[config.mk]
export PLATFORM = sky130hd
export DESIGN_NAME = seg7_pair_decoder
export DESIGN_NICKNAME = d
export VERILOG_FILES = /design/src/rtl/seg7_pair_decoder.sv
export SDC_FILE = /design/constraint.sdc
export NUM_CORES = 1
export LEC_CHECK = 0
export BUFFER_PORTS_ARGS = -buffer_cell sky130_fd_sc_hd__buf_2
export CAP_MARGIN = 20
export CORE_UTILIZATION = 45
export CTS_BUF_LIST = sky130_fd_sc_hd__clkbuf_8
export DETAILED_ROUTE_END_ITERATION = 10
export HOLD_SLACK_MARGIN = 0.08
export PLACE_DENSITY = 0.75
export SLEW_MARGIN = 30
export SYNTH_ARGS = -nofsm -noshare
export SYNTH_HDL_FRONTEND = slang
export SYNTH_SLANG_ARGS = --single-unit
[constraint.sdc]
create_clock -name clk -period 4.22 [get_ports clk]
set_input_delay 0.422 -clock clk [delete_from_list [all_inputs] [get_ports clk]]
set_output_delay 0.422 -clock clk [all_outputs]
set_load 0.02 [all_outputs]
[src/rtl/seg7_pair_decoder.sv]
// Decodes a stable two-digit active-low 7-segment pattern back to 0..15 (or flags it illegal).
// Latency: a new pattern held from before edge 1 is presented after edge STABLE_CYCLES.
// Backpressure: one result pending; a result accepted while out_ready=0 is dropped and sets sticky out_ovf.
module seg7_pair_decoder #(
    parameter int STABLE_CYCLES = 4
) (
    input  logic        clk,
    input  logic        rst_n,
    input  logic [13:0] seg_n,
    output logic [3:0]  out_value,
    output logic        out_err,
    output logic        out_valid,
    input  logic        out_ready,
    output logic        out_ovf,
    input  logic        ovf_clr
);

    localparam logic [7:0] CNT_MAX = 8'(STABLE_CYCLES - 1);
    localparam logic [7:0] CNT_PRE = 8'(STABLE_CYCLES - 2);

    typedef enum logic {IDLE, PEND} state_t;

    state_t      state;
    logic [13:0] r;
    logic        r_vld;
    logic [7:0]  cnt;
    logic [13:0] last_pat;
    logic        have_last;

    logic        match;
    logic        accept;
    logic [6:0]  p_tens;
    logic [6:0]  p_ones;
    logic [3:0]  ones_val;
    logic        ones_ok;
    logic        tens_ok;
    logic        tens_one;
    logic        dec_err;
    logic [3:0]  dec_value;

    // r_vld keeps the first post-reset sample from matching the cleared register,
    // so every pattern needs the full STABLE_CYCLES edges regardless of its value.
    assign match  = r_vld && (seg_n == r);
    assign accept = match && (cnt == CNT_PRE) && (!have_last || (r != last_pat));

    assign p_tens = ~r[13:7];
    assign p_ones = ~r[6:0];

    always_comb begin
        ones_val = 4'd0;
        ones_ok  = 1'b1;
        case (p_ones)
            7'h3F:   ones_val = 4'd0;
            7'h06:   ones_val = 4'd1;
            7'h5B:   ones_val = 4'd2;
            7'h4F:   ones_val = 4'd3;
            7'h66:   ones_val = 4'd4;
            7'h6D:   ones_val = 4'd5;
            7'h7D:   ones_val = 4'd6;
            7'h07:   ones_val = 4'd7;
            7'h7F:   ones_val = 4'd8;
            7'h6F:   ones_val = 4'd9;
            default: ones_ok  = 1'b0;
        endcase
    end

    always_comb begin
        tens_ok  = 1'b1;
        tens_one = 1'b0;
        case (p_tens)
            7'h00:   tens_one = 1'b0;
            7'h06:   tens_one = 1'b1;
            default: tens_ok  = 1'b0;
        endcase
    end

    always_comb begin
        dec_err   = !(ones_ok && tens_ok && (!tens_one || (ones_val <= 4'd5)));
        dec_value = 4'd0;
        if (!dec_err)
            dec_value = tens_one ? (ones_val + 4'd10) : ones_val;
    end

    // Stability filter: sample register plus saturating match counter.
    always_ff @(posedge clk or negedge rst_n) begin
        if (!rst_n) begin
            r         <= '0;
            r_vld     <= 1'b0;
            cnt       <= '0;
            last_pat  <= '0;
            have_last <= 1'b0;
        end else begin
            r     <= seg_n;
            r_vld <= 1'b1;
            if (!match)
                cnt <= '0;
            else if (cnt != CNT_MAX)
                cnt <= cnt + 8'd1;
            if (accept) begin
                last_pat  <= r;
                have_last <= 1'b1;
            end
        end
    end

    // Handshake FSM; out_valid is the state itself.
    always_ff @(posedge clk or negedge rst_n) begin
        if (!rst_n) begin
            state     <= IDLE;
            out_value <= 4'd0;
            out_err   <= 1'b0;
            out_ovf   <= 1'b0;
        end else begin
            case (state)
                IDLE: begin
                    if (accept) begin
                        out_value <= dec_value;
                        out_err   <= dec_err;
                        state     <= PEND;
                    end
                end
                PEND: begin
                    if (accept && out_ready) begin
                        out_value <= dec_value;
                        out_err   <= dec_err;
                    end else if (out_ready) begin
                        state <= IDLE;
                    end
                end
                default: state <= IDLE;
            endcase

            if (accept && (state == PEND) && !out_ready)
                out_ovf <= 1'b1;
            else if (ovf_clr)
                out_ovf <= 1'b0;
        end
    end

    assign out_valid = (state == PEND);

endmodule

==> results of run 1 <==
[cells in the final DEF, fill, tap and decap left out, types with 4 or more instances in the layout]
cell type	netlist	routed
o21ai_0	4	4
o31ai_1	4	4
mux2_2	9	9
mux2_1	8	8
nor4bb_1	4	4
nand2b_1	4	4
nand3_1	9	9
xor2_1	5	5
xnor2_1	29	29
buf_2	6	23
nand4_1	8	8
nor2_1	11	11
clkbuf_8	0	5
dfrtp_1	45	45
[per-layer routing]
layer | routed length [um] | part of all wire | global-route usage | vias up
met3 | 186 | 0.044 | 0.0447 | 5
met5 | 0 | 0 | 0 | -
met1 | 1970 | 0.47 | 0.234 | 766
li1 | - | - | - | 760
met4 | 49 | 0.012 | 0.0503 | 0
met2 | 2000 | 0.47 | 0.274 | 36
[synthesized netlist by cell type, drive strengths merged, types with 5 or more instances]
cell and n:
mux2 17, xnor2 31, nor3 5, nand4 8, dfrtp 45, buf 10, nand3 9, xor2 5
nor2 11
[how the worst max path moves through the flow]
stage / end / slack (ns) / cells after the start
after floorplan: last_pat[5] / 2.01 / 8
after global placement: last_pat[2] / 1.52 / 5
after detailed placement: last_pat[13] / 1.46 / 5
after CTS: last_pat[13] / 1.45 / 5
after global routing: last_pat[13] / 1.34 / 5
final: last_pat[13] / 1.48 / 5
[metrics by stage]
step	cell area, um^2	total power (uW)
after floorplan	2360	496
after global routing	2580	820
after CTS	2580	798
final	2580	789
after global placement	2480	519
after detailed placement	2490	520
[logic make-up (layout without fill, tap and decap cells)]
logic type / Yosys count / in the layout / share of synthesized area
and+or+nand+nor: 65 / 65 / 0.179
DFF: 45 / 45 / 0.476
xor gates and xnor gates: 36 / 36 / 0.140
AOI/OAI and AO/OA: 21 / 21 / 0.0667
muxes: 17 / 17 / 0.0810
buffers and inverters: 15 / 34 / 0.0397
adders and majority gates: 3 / 3 / 0.0159
other: 1 / 1 / 0.00159
[cell type report]
type | instances | share of cell area
inverter | 2 | 0.00291
multi-input combinational | 143 | 0.443
clock inverter | 3 | 0.00969
sequential | 45 | 0.436
tap | 70 | 0.0339
clock buffer | 5 | 0.0267
timing repair buffer | 24 | 0.0475
[critical path: stages (launching register included)]
cell     delay [ns]
dfrtp_1        0.66
xnor2_2        0.18
nand3_1        0.10
or4_4          0.66
nor3_4         0.61
mux2_2         0.41
[flip-flops by register name, summed over array words and instances, names as in the netlist]
name	count
cnt	8
have_last	1
last_pat	14
out_err	1
out_ovf	1
out_valid	1
out_value	4
r	14
r_vld	1
[power breakdown]
group | switching (uW) | internal (uW)
logic | 26.3 | 27.9
clock network | 159 | 120
registers | 18.2 | 438
total | 204 | 585
==> flow_metrics.py, run 1 <==
metrics = {
    "status": {
        "outcome": "finished, final reports clean",
    },
    "sta": {
        "rsz0062_at_grt": "false",
        "period_minus_slack_ns": 2.74,
        "hold_violations": 0,
        "tightest_slew_ns": 0.737,
        "clock_skew_ns": 0.00959,
        "slew_headroom": 0.507,
        "timing.hold.ws_ns": 0.0951,
        "fin_crit_sh": 0.649,
        "layout_setup_ws_ns": 1.48,
        "maxSlewViolCount": 0,
        "fin_tns_setup_ns": 0,
        "timing.fmax_mhz": 365,
        "setup_viol": 0,
    },
    "worst_setup_path": {
        "r2r_start": "r[5]",
        "crit_path_end_kind": "flip-flop",
        "required_ns": 4.42,
        "crit_type": "flip-flop to flip-flop",
        "rrSetupSlack_ns": 1.48,
        "crit_arrival_ns": 2.94,
        "regToRegEndpoint": "last_pat[13]",
        "critical_path_peak_fanout": 16,
        "worstSetupStartpoint": "r[5]",
        "reg2reg_depth": 5,
        "crit_path_start_kind": "flip-flop",
    },
    "final_layout": {
        "drive_gt1_frac": 0.239,
        "fin_util": 0.509,
        "area_growth_pct": 9.21,
        "fillers": 467,
        "final_cells": 292,
        "multi_input_area_mm2": 0.00114,
        "fin_nets": 242,
        "regArea_mm2": 0.00113,
        "diodes": 0,
    },
    "power_and_ir_drop": {
        "ir_worst_vdd_mv": 0.186,
        "p_per_area_mw_per_mm2": 306,
        "p_leak_uw": 0.00112,
    },
    "synthesis": {
        "synthCells": 203,
        "synth-edff-count": 0,
        "yosysSeqAreaShare": 0.476,
        "synth.distinct_cells": 49,
        "ys_warn_count": 0,
        "synth_top_cell_area_share": 0.476,
        "avgSynthCellArea_um2": 11.6,
        "yosysTopAreaCell": "dfrtp_1",
        "ys_ff_latch": 45,
        "synth_area_mm2": 0.00236,
        "async_reset_ff_frac": 1.00,
        "synth_nets": 224,
        "synth_flop_cell": "dfrtp_1",
        "ys_top_cells_by_area": "dfrtp_1 48%, xnor2_1 11%, mux2_2 4.3%, mux2_1 3.8%, nand4_1 2.1%",
    },
    "worst_hold_path": {
        "hold_class": "input port to asynchronous set/reset pin",
    },
    "global_route": {
        "grt_antenna_before_repair": 0,
        "grt_pass1_vias": 1503,
        "grt_max_degree": 46,
        "grt_util_all_layers": 0.173,
        "grt_pass1_wl_um": 7110,
        "grt-ovfl-total": 0,
    },
    "placed_design": {
        "dpl.hpwl_um": 3130,
        "gp_congestion": 0.798,
        "place_inst": 284,
        "io_buffers": 24,
        "dp_slack_ns": 1.46,
    },
    "detailed_routing": {
        "vias": 1567,
        "remaining_drc_errors": 0,
        "drt-total-wl_um": 4210,
        "wire_per_inst_um": 14.4,
        "first_iter_violations": 57,
        "viasPerCell": 5.37,
        "dr.pass1.iters": 5,
        "antenna_left": 0,
    },
    "clock_network": {
        "cts_tree": "built",
        "htree_levels": 2,
        "insertion_delay_ns": 0.31,
        "hold_buffers": 0,
        "clk_path_buf_depth": 2,
        "cts.sinks": 45,
        "cts_resized": 0,
        "cts_inserted_buffers": 5,
        "clockRootBuffer": "clkbuf_8",
        "post_cts_buffers": 0,
        "path_clk_slew_ns": 0.09,
    },
    "die": {
        "ioPinCount": 25,
        "die_h_um": 74.5,
        "num_rows": 26,
        "die_w_um": 74.5,
        "core_area_mm2": 0.00507,
        "initial_core_util": 0.466,
        "dieArea_mm2": 0.00555,
    },
    "job": {
        "drv_cap": 0,
    },
}
No activity file was read; power rests on OpenSTA's default activity.
==> inputs of run 2 (changes only) <==
clock period = 2.8 ns   (was 4.22 ns; I/O delays follow)
==> run 2 against run 1 <==
Clock skew fell by 0.0050 ns. Sequential share of layout area is 0.58 points lower. Register-to-register slack lost 1.0 ns. Fmax is 16% higher. Largest cell class unchanged. Total power grew 52%. Setup slack got worse by 1.0 ns. Global-route usage rose by 0.20 points. Die area stayed put. Critical path depth grew 1.
==> flow_metrics.py, run 2 (synthesis gave the netlist of run 1 again) <==
metrics = {
    "worst_setup_path": {
        "slowest_delay_ns": 0.64,
        "cp_slowest_cell": "or4_4",
        "crit_path_start_kind": "flip-flop",
        "cp.depth": 6,
        "cp_num_buf_inv": 1,
        "endpoint": "last_pat[2]",
        "regToRegEndpoint": "last_pat[2]",
        "crit_type": "flip-flop to flip-flop",
        "critPathTopFamily": "simple AND/OR/NAND/NOR gates",
        "r2r_start": "r[2]",
        "critical_path_peak_fanout": 16,
        "reg2reg_depth": 6,
        "crit_arrival_ns": 2.55,
        "rrSetupSlack_ns": 0.44,
        "cp_cell_sequence": "xnor2_1 > nand4_1 > or4_4 > nor3_4 > buf_4 > mux2_2",
        "required_ns": 2.99,
        "worstSetupStartpoint": "r[2]",
        "crit_path_end_kind": "flip-flop",
    },
    "global_route": {
        "grt_max_degree": 46,
        "grt-ovfl-total": 0,
        "grt_pass1_wl_um": 7240,
        "grt_pass1_vias": 1521,
        "grt_antenna_before_repair": 0,
        "grt_util_all_layers": 0.175,
    },
    "power_and_ir_drop": {
        "p_leak_uw": 0.00115,
        "p_clk_frac": 0.354,
        "internal_power_uw": 905,
        "comb_power_share": 0.076,
        "finalPower_uw": 1200,
        "p_seq_frac": 0.570,
        "sw_frac_of_total": 0.244,
        "p_per_area_mw_per_mm2": 457,
        "p_sw_uw": 291,
        "ir_worst_vdd_mv": 0.358,
    },
    "final_layout": {
        "fin_nets": 246,
        "final_common_cell": "dfrtp_1",
        "reg_top3": "last_pat x14, r x14, cnt x8",
        "layout_common_cells": "45 x dfrtp_1, 29 x xnor2_1, 23 x buf_2",
        "regArea_mm2": 0.00113,
        "drive_gt1_frac": 0.248,
        "multi_input_area_mm2": 0.00114,
        "diodes": 0,
        "final_cells": 296,
        "area_growth_pct": 10.7,
        "fillers": 477,
    },
    "sta": {
        "maxSlewViolCount": 0,
        "clock_skew_ns": 0.00460,
        "setup_viol": 0,
        "hold_violations": 0,
        "rsz0062_at_grt": "false",
        "layout_setup_ws_ns": 0.438,
        "timing.fmax_mhz": 423,
        "fin_tns_setup_ns": 0,
        "tightest_slew_ns": 0.579,
        "slew_headroom": 0.609,
        "period_minus_slack_ns": 2.36,
        "fin_crit_sh": 0.843,
    },
    "placed_design": {
        "dpl.hpwl_um": 3010,
        "io_buffers": 24,
        "gp_congestion": 0.799,
        "dp_slack_ns": 0.452,
        "place_inst": 287,
    },
    "clock_network": {
        "htree_levels": 2,
        "cts.sinks": 45,
        "clockRootBuffer": "clkbuf_8",
        "insertion_delay_ns": 0.30,
        "cts_tree": "built",
        "path_clk_slew_ns": 0.08,
        "cts_inserted_buffers": 5,
        "clk_path_buf_depth": 2,
        "cts_resized": 0,
    },
    "detailed_routing": {
        "wire_per_inst_um": 14.3,
        "vias": 1577,
        "viasPerCell": 5.33,
        "remaining_drc_errors": 0,
        "wl_met2_um": 1950,
        "dr.pass1.iters": 4,
        "drt-total-wl_um": 4220,
        "routedLengthMet1_um": 2080,
        "top_layer": "met4",
        "wl_met3_um": 117,
        "first_iter_violations": 70,
        "antenna_left": 0,
    },
    "die": {
        "initial_core_util": 0.466,
        "die_w_um": 74.5,
        "core_area_mm2": 0.00507,
        "die_h_um": 74.5,
        "ioPinCount": 25,
        "dieArea_mm2": 0.00555,
        "num_rows": 26,
    },
    "worst_hold_path": {
        "hold_class": "input port to flip-flop",
    },
    "job": {
        "drv_cap": 0,
    },
    "status": {
        "outcome": "finished, final reports clean",
    },
}
run 2: per-layer routing:
metal	vias to the layer above	GRT usage
met1	765	0.246
met4	0	0.0692
met2	36	0.267
met3	8	0.0325
met5	-	0
li1	768	-
run 2: how the worst min path moves through the flow:
stage | start | end | slack [ns] | depth (start not counted)
floorplan | rst_n | cnt[0] | -0.02 | 0
global placement | seg_n[1] | r[1] | 0.41 | 1
detailed placement | rst_n | out_value[1] | 0.32 | 1
CTS | seg_n[13] | r[13] | 0.09 | 1
global route | seg_n[13] | r[13] | 0.09 | 1
finish | seg_n[1] | r[1] | 0.10 | 1
run 2: area by class of cell:
class	instances	area share
clock buffer	6	0.0316
clock inverter	2	0.00526
inverter	2	0.00287
multi-input combinational	143	0.437
sequential	45	0.430
tap	70	0.0335
timing repair buffer	28	0.0593
run 2: stage by stage:
| stage | hold WS (ns) | utilization | cell area [um^2] |
|---|---|---|---|
| 6_report | 0.102 | 0.516 | 2620 |
| 5_1_grt | 0.0899 | 0.516 | 2620 |
| 4_1_cts | 0.0938 | 0.516 | 2620 |
| 3_5_place_dp | 0.317 | 0.495 | 2510 |
| 3_3_place_gp | 0.413 | 0.494 | 2510 |
| 2_1_floorplan | -0.0156 | - | 2360 |
run 2: timing repair:
item                      in CTS  in global routing
setup buffers                  0                  0
hold endpoints to repair      45                  0
hold buffers                   1                  0
run 2: power by group through the flow:
stage	clock (uW)	sequential (uW)	combinational, uW
6_report	423	682	90.7
3_5_place_dp	0	695	91.1
5_1_grt	460	685	102
2_1_floorplan	0	681	66.8
3_3_place_gp	0	694	90.1
4_1_cts	439	682	93.0
